==> config.mk <==
export PLATFORM = sky130hd
export DESIGN_NAME = uart_tx_framer
export DESIGN_NICKNAME = d
export VERILOG_FILES = /design/src/rtl/uart_tx_framer.sv
export SDC_FILE = /design/constraint.sdc
export NUM_CORES = 1
export LEC_CHECK = 0
export BUFFER_PORTS_ARGS = -buffer_cell sky130_fd_sc_hd__buf_2
export CORE_ASPECT_RATIO = 0.8
export CORE_MARGIN = 4
export CORE_UTILIZATION = 56
export DETAILED_ROUTE_END_ITERATION = 16
export GPL_ROUTABILITY_DRIVEN = 0
export PLACE_DENSITY = 0.83
export SLEW_MARGIN = 20
export SYNTH_ARGS = -nofsm -noshare
export SYNTH_HDL_FRONTEND = slang
export SYNTH_SLANG_ARGS = --single-unit
==> constraint.sdc <==
create_clock -name Clock -period 3.49 [get_ports Clock]
set_clock_uncertainty 0.15 [all_clocks]
set_input_delay 0.698 -clock Clock [delete_from_list [all_inputs] [get_ports Clock]]
set_output_delay 0.698 -clock Clock [all_outputs]
set_load 0.02 [all_outputs]
==> src/rtl/uart_tx_framer.sv <==
// Frames FIFO words into UART bytes: optional header, payload in selectable
// order, optional XOR checksum; counts completed frames.
module uart_tx_framer #(
  parameter int          BYTES_PER_WORD = 5,
  parameter int          HEADER_EN      = 1,
  parameter logic [7:0]  HEADER_BYTE    = 8'hA5,
  parameter int          CHECKSUM_EN    = 1
) (
  input  logic                          Clock,
  input  logic                          Reset_N,
  input  logic                          Fifo_Empty,
  input  logic [8*BYTES_PER_WORD-1:0]   Fifo_Read_Data,
  output logic                          Fifo_Read_Enable,
  input  logic                          UART_TX_Ready,
  output logic                          UART_TX_Enable,
  output logic [7:0]                    UART_TX_Data,
  input  logic                          Msb_First,
  output logic                          Busy,
  output logic                          Diag_Valid,
  output logic [15:0]                   Frame_Count
);

  // state | meaning
  // IDLE  | waiting for a non-empty FIFO; pop strobe issued on exit
  // POP   | FIFO Q settling
  // LOAD  | capture word and byte order, clear index/checksum
  // SEND  | waiting for Ready, then strobe current byte
  // HOLD  | waiting for Ready to drop (byte taken), then advance
  typedef enum logic [2:0] {IDLE, POP, LOAD, SEND, HOLD} state_t;

  localparam int IDX_W     = 4;
  localparam int FRAME_LEN = BYTES_PER_WORD + HEADER_EN + CHECKSUM_EN;
  localparam logic [IDX_W-1:0] LAST_IDX = IDX_W'(FRAME_LEN - 1);
  localparam logic [IDX_W-1:0] HDR_OFS  = IDX_W'(HEADER_EN);
  localparam logic [IDX_W-1:0] TOP_POS  = IDX_W'(BYTES_PER_WORD - 1);

  state_t                        state, state_nx;
  logic [8*BYTES_PER_WORD-1:0]   word_reg;
  logic                          msb_reg;
  logic [IDX_W-1:0]              idx;
  logic [7:0]                    csum;
  logic                          started;
  logic                          send_now, adv, done;
  logic                          is_hdr, is_csum;
  logic [IDX_W-1:0]              pay_pos, sel;
  logic [7:0]                    pay_byte, cur_byte;

  assign Busy = (state != IDLE);

  always_comb begin
    is_hdr   = (HEADER_EN != 0) && (idx == '0);
    is_csum  = (CHECKSUM_EN != 0) && (idx == LAST_IDX);
    pay_pos  = idx - HDR_OFS;
    sel      = msb_reg ? (TOP_POS - pay_pos) : pay_pos;
    pay_byte = '0;
    for (int i = 0; i < BYTES_PER_WORD; i++) begin
      if (sel == IDX_W'(i)) pay_byte = word_reg[i*8 +: 8];
    end
    if (is_hdr)       cur_byte = HEADER_BYTE;
    else if (is_csum) cur_byte = csum;
    else              cur_byte = pay_byte;
  end

  // Pop is gated until one clean edge out of reset has been seen.
  always_comb begin
    state_nx         = state;
    Fifo_Read_Enable = 1'b0;
    send_now         = 1'b0;
    adv              = 1'b0;
    done             = 1'b0;
    case (state)
      IDLE: begin
        if (Reset_N && started && !Fifo_Empty) begin
          Fifo_Read_Enable = 1'b1;
          state_nx         = POP;
        end
      end
      POP:  state_nx = LOAD;
      LOAD: state_nx = SEND;
      SEND: begin
        if (UART_TX_Ready) begin
          send_now = 1'b1;
          state_nx = HOLD;
        end
      end
      HOLD: begin
        if (!UART_TX_Ready) begin
          adv = 1'b1;
          if (idx == LAST_IDX) begin
            done     = 1'b1;
            state_nx = IDLE;
          end else begin
            state_nx = SEND;
          end
        end
      end
      default: state_nx = IDLE;
    endcase
  end

  always_ff @(posedge Clock) begin
    if (!Reset_N) begin
      state          <= IDLE;
      started        <= 1'b0;
      word_reg       <= '0;
      msb_reg        <= 1'b0;
      idx            <= '0;
      csum           <= '0;
      UART_TX_Enable <= 1'b0;
      UART_TX_Data   <= '0;
      Diag_Valid     <= 1'b0;
      Frame_Count    <= '0;
    end else begin
      state          <= state_nx;
      started        <= 1'b1;
      UART_TX_Enable <= send_now;
      Diag_Valid     <= done;
      if (state == LOAD) begin
        word_reg <= Fifo_Read_Data;
        msb_reg  <= Msb_First;
        idx      <= '0;
        csum     <= '0;
      end
      if (send_now) begin
        UART_TX_Data <= cur_byte;
        if (!is_hdr && !is_csum) csum <= csum ^ cur_byte;
      end
      if (adv) idx <= done ? '0 : idx + IDX_W'(1);
      if (done) Frame_Count <= Frame_Count + 16'd1;
    end
  end

endmodule
==> results of run 1 <==
==> cell type report <==
type | instances | area (sq um) | share of cell area (%)
multi-input cells | 410 | 2450 | 50.4
clock buffers | 10 | 128 | 2.63
inverters | 8 | 30.0 | 0.618
well taps | 105 | 131 | 2.70
repair buffers | 80 | 420 | 8.66
flip-flops and latches | 83 | 1660 | 34.2
clock inverters | 5 | 40.0 | 0.824
==> tightest hold or removal path, cell delays in order, from the launching register on <==
cell      delay (ps)
dfxtp_1          320
nand2_1           50
a21boi_0          60
==> synth_stat cells, types with 8 or more instances <==
library cell,number
o21ai_0,20
nor3_1,8
a21oi_1,19
nand2_1,119
a31oi_1,8
and2_1,11
nor2_1,36
nand4_1,8
dfxtp_1,83
or3_1,9
clkbuf_1,24
nand3_1,22
a21boi_0,44
xnor2_1,8
inv_1,8
==> routing by layer <==
layer  share of wire [%]  routed length (um)
met5                   0                   0
met4                 2.7                 299
met3                 6.9                 768
met2                  45                4960
met1                  46                5040
==> what timing repair did <==
| action | in CTS | in global routing |
|---|---|---|
| setup buffers | 0 | 0 |
| gates resized for setup | 0 | 1 |
| endpoints found under the setup margin | 0 | 1 |
==> final timing paths <==
check                           slack (ps)               to  cells past startpoint
worst max-delay path                   380  UART_TX_Data[0]                      9
worst min-delay path                   320      word_reg[2]                      2
worst max register to register         380  UART_TX_Data[0]                      9
worst min register to register         320      word_reg[2]                      2
==> power by group <==
group | switching (mW) | internal, mW
Combinational | 0.0675 | 0.0482
Sequential | 0.0192 | 0.968
Clock | 0.350 | 0.258
==> stage by stage <==
step / util, % / setup WS, ps
2_1_floorplan: - / 473
3_3_place_gp: 63.1 / 413
3_5_place_dp: 63.1 / 330
4_1_cts: 65.4 / 292
5_1_grt: 65.4 / 148
6_report: 65.4 / 385
==> logic make-up after synthesis <==
family	after synthesis
AOI/OAI and AO/OA	131
muxes	2
xor gates and xnor gates	15
buffers and inverters	41
adders and majority gates	6
DFF	83
and+or+nand+nor	256
==> summary.txt, run 1 <==
Power
  • Static leakage: 1.93 nW
  • Worst IR Drop VDD: 0.000304 V
  • Pwr/cell area: 352 mW/mm^2
  • Total power: 1.71 mW

GRT
  • Initial antenna violation count: 0
  • Grt peak-use layer: met2
  • Met2 usage: 39.1%
  • M3 GR Usage: 5.66%
  • Grt total ovfl: 0
  • Met1 Resource Use GR: 34.0%
  • Vias in the first global route: 3812
  • Largest net degree at the start of global routing: 43
  • Total GRT Usage: 24.8%
  • First-pass GRT wire length: 18300 um

Placed design
  • DP HPWL: 8150 um
  • Placed Area: 0.00469 sq mm
  • Placed Cells: 686
  • PortBufs: 72

Die
  • DIE HEIGHT: 86.2 um
  • CORE AREA: 0.00743 sq mm
  • Starting Density: 57.6%
  • Num rows: 28
  • Die width: 106 um
  • Die area: 0.00911 sq mm
  • I/O Pins: 73

Critical path
  • CP Capture Type: flip-flop
  • CP required: 3620 ps
  • Top cell family by delay on the critical path: simple AND/OR/NAND/NOR gates
  • Worst EP arrival: 3230 ps
  • Slowest-stage cell, CP: or3b_4
  • CP startpoint kind: flip-flop
  • Worst Setup SP: idx[0]
  • CP max stage delay: 430 ps
  • CP Cell Sequence: inv_1 -> ha_2 -> or3b_4 -> a311oi_4 -> and3_1 -> nor4_1 -> nor3_1 -> nand3_1 -> a31oi_1
  • Largest driver fanout on the critical path: 14
  • Setup CP Type: flip-flop to flip-flop
  • CP bufs+invs: 1
  • FF-to-FF Start: idx[0]

Synthesis
  • Register bit total from synthesis: 83
  • Post-synth net total: 585
  • Synth Area in Compound Gates: 22.3%
  • Avg Cell Area, Syn: 8.01 sq um
  • Adder-Cell Fraction of Synth Area: 1.75%
  • Combinational family with the most area after synthesis: simple AND/OR/NAND/NOR gates
  • Synth warn: 0
  • Share of the synthesized area in the top cell type: 38.8%
  • Synth Area in XOR/XNOR: 3.42%
  • Distinct cell type count after synthesis: 61
  • Synth Instances: 534
  • Most used DFF post-synth: dfxtp_1
  • Mux share of post-synthesis cell area: 0.468%
  • Simple-gate share of the synthesized area: 29.1%
  • Synth async-reset ratio: 0%
  • Seq/Total Area, Yosys: 38.8%
  • Number of synthesized flops with an enable pin: 0
  • Yosys top cell by area: dfxtp_1
  • Synth top area cells: dfxtp_1 (39%), nand2_1 (10%), a21boi_0 (7.7%), nor2_1 (3.2%), nand3_1 (2.6%)
  • Mapped Area: 0.00428 sq mm

Final layout
  • Fillers: 657
  • Most frequent cells in the layout: nand2_1 (119), dfxtp_1 (83), buf_2 (72)
  • Share of cells above drive strength 1: 18.6%
  • Max reg flops: 40
  • Post-route insts no fill: 701
  • Layout area overhead: 13.5%
  • Final nets: 643
  • Commonest non-fill, non-tap cell in the layout: nand2_1
  • Ant diodes: 0
  • Fin area: 0.00486 sq mm

Worst hold path
  • Worst min-delay path startpoint: word_reg[2]
  • HP Class: flip-flop to flip-flop

Clocking
  • Clk root buf: clkbuf_8
  • Worst skew pair latency: 350 ps
  • TritonCTS buffer count: 9
  • Clock Tree Buf Depth: 2
  • Reg clk slew, reported paths: 80 ps
  • CTS sink count: 83
  • CTS H-tree depth: 3
  • TritonCTS clock tree: done
  • Cts hold-fix bufs: 0

Timing
  • RSZ-0062 raised after global routing: false
  • Setup violators final: 0
  • Rel. slew slack: 59.5%
  • Final Max Tran Viols: 0
  • Min cycle time layout: 3110 ps
  • Final-report hold violation count: 0
  • Min Hold Slack: 316 ps
  • Fin Setup TNS: 0 ps
  • Post-route clock period utilization: 89.0%
  • Tightest Pin Transition: 607 ps
  • Fmax: 322 MHz

Status
  • Status: completed

Detailed routing
  • Antenna Violating Nets Remaining: 0
  • Avg WL per Cell: 15.8 um
  • Vias: 4060
  • TritonRoute pass-1 iters: 5
  • Number of remaining DRC errors: 0
  • Final WL: 11100 um
  • Starting DRT DRC Count: 404
  • Vias per cell: 5.79

Job
  • Max_cap viols: 0
(Power assumes the default switching activity.)
==> run 2, diff against run 1 <==
==> constraint.sdc (replaced) <==
create_clock -name Clock -period 3.49 [get_ports Clock]
set_clock_uncertainty 0.15 [all_clocks]
set_input_delay 1.047 -clock Clock [delete_from_list [all_inputs] [get_ports Clock]]
set_output_delay 1.047 -clock Clock [all_outputs]
set_load 0.02 [all_outputs]
==> run 2 against run 1 <==
Hold slack improved by 3.3 ps. Global-route usage down 0.13 points. Maximum frequency is 7.0% lower. Wire length up 0.61%. Highest routed layer unchanged. Sequential cell count did not move. Core utilization up 0.54 points. Combinational power hardly changed. Register-to-register slack lost 230 ps. Critical path depth is the same. Die area did not move. Sequential power barely moved.
==> summary.txt, run 2 (synthesis results as in run 1) <==
Clocking
  • Clk root buf: clkbuf_8
  • Post_cts resized: 0 (unchanged)
  • CTS H-tree depth: 3 (unchanged)
  • Post-CTS Setup Inserts: 0 (unchanged)
  • CTS sink count: 83 (unchanged)
  • Cts hold-fix bufs: 0 (unchanged)
  • Reg clk slew, reported paths: 90 ps (about the same)
  • TritonCTS clock tree: done
  • Clock Tree Buf Depth: 2 (unchanged)
  • Worst skew pair latency: 360 ps (about the same)
  • TritonCTS buffer count: 9 (unchanged)

Power
  • Total power: 1.82 mW (+6.5%)
  • Switching Share: 24.8% (-0.69 points)
  • Worst IR Drop VDD: 0.000240 V (-21%)
  • Part of the power in combinational logic: 6.4% (-0.4 points)
  • Flop pwr share: 54.2% (-3.5 points)
  • Static leakage: 1.95 nW (+1.2%)
  • Pwr/cell area: 372 mW/mm^2 (+5.6%)
  • Switching power: 452 uW (+3.6%)
  • Clk pwr share: 39.4% (+3.9 points)
  • Pint: 1.37 mW (+7.5%)

Final layout
  • Post-route insts no fill: 703 (+0.29%)
  • Final nets: 644 (+0.16%)
  • Fin area: 0.00490 sq mm (+0.82%)
  • Share of cells above drive strength 1: 18.7% (+0.10 points)
  • Commonest non-fill, non-tap cell in the layout: nand2_1
  • Max reg flops: 40 (unchanged)
  • Most frequent cells in the layout: nand2_1 (119), dfxtp_1 (83), buf_2 (72)
  • Fillers: 644 (-2.0%)
  • Ant diodes: 0 (unchanged)
  • Multi-input gate area: 0.00244 sq mm (-0.10%)
  • FF+latch area: 0.00166 sq mm (unchanged)
  • Layout area overhead: 14.4%

GRT
  • Grt total ovfl: 0 (unchanged)
  • First-pass GRT wire length: 18200 um (-0.61%)
  • Total GRT Usage: 24.7% (-0.13 points)
  • Initial antenna violation count: 0 (unchanged)
  • Largest net degree at the start of global routing: 63 (+47%)
  • Vias in the first global route: 3722 (-2.4%)

Critical path
  • CP Cell Sequence: inv_1 -> ha_1 -> or3b_4 -> a311oi_4 -> nand4b_1 -> and4_1 -> o32a_1 -> a2111oi_2 -> a311o_1
  • Largest driver fanout on the critical path: 14 (unchanged)
  • CP Capture Type: flip-flop
  • Setup CP Type: flip-flop to flip-flop
  • Slowest-stage cell, CP: ha_1
  • CP bufs+invs: 1 (unchanged)
  • Top cell family by delay on the critical path: compound AO/OA/AOI/OAI gates
  • CP required: 3650 ps (+30 ps)
  • CP max stage delay: 470 ps (+40 ps)
  • CP startpoint kind: flip-flop
  • Worst EP arrival: 3500 ps (+270 ps)

Detailed routing
  • Met1 WL: 4940 um (-1.9%)
  • DR WL met2: 5120 um (+3.3%)
  • Antenna Violating Nets Remaining: 0 (unchanged)
  • Vias per cell: 5.87 (+1.4%)
  • Avg WL per Cell: 15.8 um (+0.33%)
  • Max layer used: met4
  • Starting DRT DRC Count: 512 (+27%)
  • Number of remaining DRC errors: 0 (unchanged)
  • Routed length on met3: 870 um (+13%)
  • TritonRoute pass-1 iters: 6 (+1)
  • Final WL: 11100 um (+0.61%)
  • Vias: 4128 (+1.7%)

Die
  • Die area: 0.00911 sq mm (unchanged)
  • Num rows: 28 (unchanged)
  • Starting Density: 57.6% (unchanged)
  • DIE HEIGHT: 86.2 um (unchanged)
  • CORE AREA: 0.00743 sq mm (unchanged)
  • Die width: 106 um (unchanged)
  • I/O Pins: 73 (unchanged)

Timing
  • Min cycle time layout: 3340 ps (+233 ps)
  • Rel. slew slack: 51.3% (-8.2 points)
  • RSZ-0062 raised after global routing: false
  • Final-report hold violation count: 0 (unchanged)
  • Fmax: 300 MHz (-7.0%)
  • Fin Setup TNS: 0 ps (unchanged)
  • Setup violators final: 0 (unchanged)
  • Final Max Tran Viols: 0 (unchanged)
  • Tightest Pin Transition: 730 ps (+123 ps)
  • Post-route clock period utilization: 95.7% (+6.7 points)
  • Min Hold Slack: 319 ps (+3.34 ps)

Placed design
  • Placed Cells: 687 (+0.15%)
  • PortBufs: 72 (unchanged)
  • Placed Area: 0.00469 sq mm (+0.16%)
  • DP HPWL: 8030 um (-1.4%)

Worst hold path
  • HP Class: flip-flop to flip-flop

Status
  • Status: completed

Job
  • Max_cap viols: 0 (unchanged)
[run 2: changes by cell type in the layout (fill, tap and decap cells not counted)]
cell / change
buf_4: +1
clkbuf_8: +1
clkinv_4: -1
ha_2: -1
ha_1: +1
bufinv_16: +1
[run 2: power groups by stage]
stage | Sequential [mW] | Combinational (mW) | Clock [mW]
2_1_floorplan | 0.999 | 0.0738 | 0
5_1_grt | 0.989 | 0.131 | 0.758
3_5_place_dp | 1.01 | 0.116 | 0
4_1_cts | 0.986 | 0.117 | 0.716
6_report | 0.987 | 0.116 | 0.719
3_3_place_gp | 1.01 | 0.112 | 0
[run 2: path summary, 6_finish.rpt]
path | from | cells after the start | slack, ps | to
setup / recovery | idx[0] | 9 | 150 | csum[3]
hold / removal | word_reg[38] | 2 | 320 | word_reg[38]
setup reg to reg | idx[0] | 9 | 150 | csum[3]
hold reg to reg | word_reg[38] | 2 | 320 | word_reg[38]
[run 2: per-stage QoR]
step	utilization (%)	setup WS, ps
6_report	65.9	152
3_5_place_dp	63.2	308
4_1_cts	65.9	267
2_1_floorplan	-	431
3_3_place_gp	63.2	343
5_1_grt	65.9	88.4
[run 2: cell type report]
class,count,area share [%]
repair buffers,81,8.74
clock inverters,5,1.25
inverters,8,0.613
flip-flops and latches,83,33.9
multi-input cells,410,49.9
well taps,105,2.68
clock buffers,11,2.89
[run 2: tightest hold or removal path, stage by stage (launching register included)]
cell and delay, ps:
dfxtp_1 310, nand2_1 50, a21boi_0 60
[run 2: metal layers]
layer  vias up  global-route usage (%)
met3        25                    6.33
met1      1929                    33.4
met5         -                       0
met2       175                    39.4
li1       1999                       -
met4         0                    7.06
==> run 3, diff against run 2 <==
- BUFFER_PORTS_ARGS: -buffer_cell sky130_fd_sc_hd__buf_2 -> not set
- CORE_UTILIZATION: 56 -> 60
- CTS_CLUSTER_SIZE: not set -> 40
- DONT_BUFFER_PORTS: not set -> 1
- PLACE_DENSITY: 0.83 -> 0.79
- clock period: 3.49 -> 4.05 ns (I/O delays scaled with it)
==> run 3 against run 2 <==
Via count decreased by 7.1%. Highest routed layer unchanged. Core utilization fell by 0.92 points. Hold slack got worse by 2.6 ps. Largest cell class unchanged. Sequential share of layout area grew 3.2 points. Design area is 8.5% lower.
==> summary.txt, run 3 (synthesis results as in run 1) <==
Status
  • Status: completed

Final layout
  • Ant diodes: 0 (unchanged)
  • Commonest non-fill, non-tap cell in the layout: nand2_1
  • Post-route insts no fill: 607 (-14%)
  • Layout area overhead: 4.71%
  • Final Util: 65.0% (-0.92 points)
  • Multi-input gate area: 0.00244 sq mm (unchanged)
  • Final nets: 566 (-12%)
  • Fillers: 615 (-4.5%)
  • Most frequent cells in the layout: nand2_1 (119), dfxtp_1 (83), a21boi_0 (44)
  • Share of cells above drive strength 1: 6.73% (-12 points)
  • Max reg flops: 40 (unchanged)
  • FF+latch area: 0.00166 sq mm (unchanged)

Timing
  • Fin Setup TNS: 0 ps (unchanged)
  • Post-route clock period utilization: 88.5% (-7.2 points)
  • Fmax: 279 MHz (-6.9%)
  • Rel. slew slack: 54.6% (+3.3 points)
  • Final-report hold violation count: 0 (unchanged)
  • Min cycle time layout: 3580 ps (+246 ps)
  • Setup violators final: 0 (unchanged)
  • RSZ-0062 raised after global routing: false
  • Final Max Tran Viols: 0 (unchanged)
  • Tightest Pin Transition: 679 ps (-50.6 ps)

Die
  • DIE HEIGHT: 83.5 um (-3.1%)
  • I/O Pins: 73 (unchanged)
  • Num rows: 27 (-3.6%)
  • Die width: 102 um (-3.1%)
  • CORE AREA: 0.00689 sq mm (-7.2%)
  • Die area: 0.00856 sq mm (-6.1%)
  • Starting Density: 62.1% (+4.5 points)

Detailed routing
  • Starting DRT DRC Count: 329 (-36%)
  • Final WL: 10700 um (-4.3%)
  • Vias per cell: 6.32 (+7.6%)
  • Vias: 3834 (-7.1%)
  • Avg WL per Cell: 17.5 um (+11%)
  • TritonRoute pass-1 iters: 5 (-1)
  • Number of remaining DRC errors: 0 (unchanged)
  • Antenna Violating Nets Remaining: 0 (unchanged)

Clocking
  • Worst skew pair latency: 360 ps (about the same)
  • CTS H-tree depth: 3 (unchanged)
  • Cts hold-fix bufs: 0 (unchanged)
  • Reg clk slew, reported paths: 90 ps (about the same)
  • Post_cts resized: 0 (unchanged)
  • Clock Tree Buf Depth: 2 (unchanged)
  • TritonCTS buffer count: 9 (unchanged)
  • TritonCTS clock tree: done
  • Post-CTS Setup Inserts: 0 (unchanged)
  • CTS sink count: 83 (unchanged)
  • Clk root buf: clkbuf_8

Power
  • Pwr/cell area: 349 mW/mm^2 (-6.1%)
  • Static leakage: 1.61 nW (-18%)
  • Total power: 1.57 mW (-14%)
  • Worst IR Drop VDD: 0.000302 V (+26%)

Critical path
  • Slowest-stage cell, CP: dfxtp_1
  • Setup CP Type: flip-flop to flip-flop
  • CP Cell Sequence: inv_1 -> ha_1 -> nand3b_1 -> a311oi_4 -> nand3_2 -> nand2_1 -> a41oi_1 -> and2_1 -> a311o_1
  • Worst EP arrival: 3690 ps (+190 ps)
  • CP required: 4160 ps (+510 ps)
  • Largest driver fanout on the critical path: 15 (+1)
  • CP startpoint kind: flip-flop
  • CP Capture Type: flip-flop
  • CP max stage delay: 670 ps (+200 ps)

Placed design
  • PortBufs: 0 (-100%)
  • DP HPWL: 7520 um (-6.4%)
  • Placed Cells: 591 (-14%)

Worst hold path
  • HP Class: flip-flop to flip-flop

GRT
  • Total GRT Usage: 25.9% (+1.2 points)
  • First-pass GRT wire length: 17600 um (-2.9%)
  • Largest net degree at the start of global routing: 64 (+1.6%)
  • Vias in the first global route: 3559 (-4.4%)
  • Initial antenna violation count: 0 (unchanged)
  • Grt total ovfl: 0 (unchanged)

Job
  • Max_cap viols: 0 (unchanged)
## run 3: cell type report
class	count	share of cell area [%]
clock buffers	10	3.07
clock inverters	6	1.70
inverters	8	0.670
multi-input cells	410	54.5
flip-flops and latches	83	37.1
well taps	87	2.43
repair buffers	3	0.503
## run 3: path summary, 6_finish.rpt
| path | startpoint | end | slack (ps) | depth (start not counted) |
|---|---|---|---|---|
| setup / recovery | idx[0] | csum[3] | 470 | 9 |
| hold / removal | word_reg[38] | word_reg[38] | 320 | 2 |
| setup reg to reg | idx[0] | csum[3] | 470 | 9 |
| hold reg to reg | word_reg[38] | word_reg[38] | 320 | 2 |
## run 3: metal layers
metal  vias up  track usage [%]  wire [um]
met3        13             8.19        992
met5         -                0          0
met1      1815             36.8       4760
met2       167             38.0       4750
li1       1839                -          -
met4         0             6.08        150
## run 3: worst max-delay path: cells and delay by family (launching register included)
kind                     cells  cell delay (ps)
AND/OR/NAND/NOR              4             1000
buffers and inverters        1              220
adder cells (fa/ha/maj)      1              440
flip-flops                   1              670
AO/OA/AOI/OAI                3              970
## run 3: metrics by stage
stage	hold slack, ps	setup slack [ps]	instance area [sq um]
2_1_floorplan	290	823	4280
3_3_place_gp	302	663	4270
3_5_place_dp	307	558	4270
4_1_cts	319	542	4480
5_1_grt	342	129	4480
6_report	316	466	4480
## run 3: where the power goes
part | internal [mW] | switching, mW
Clock | 0.314 | 0.333
Sequential | 0.834 | 0.0163
Combinational | 0.0253 | 0.0420
Total | 1.17 | 0.392
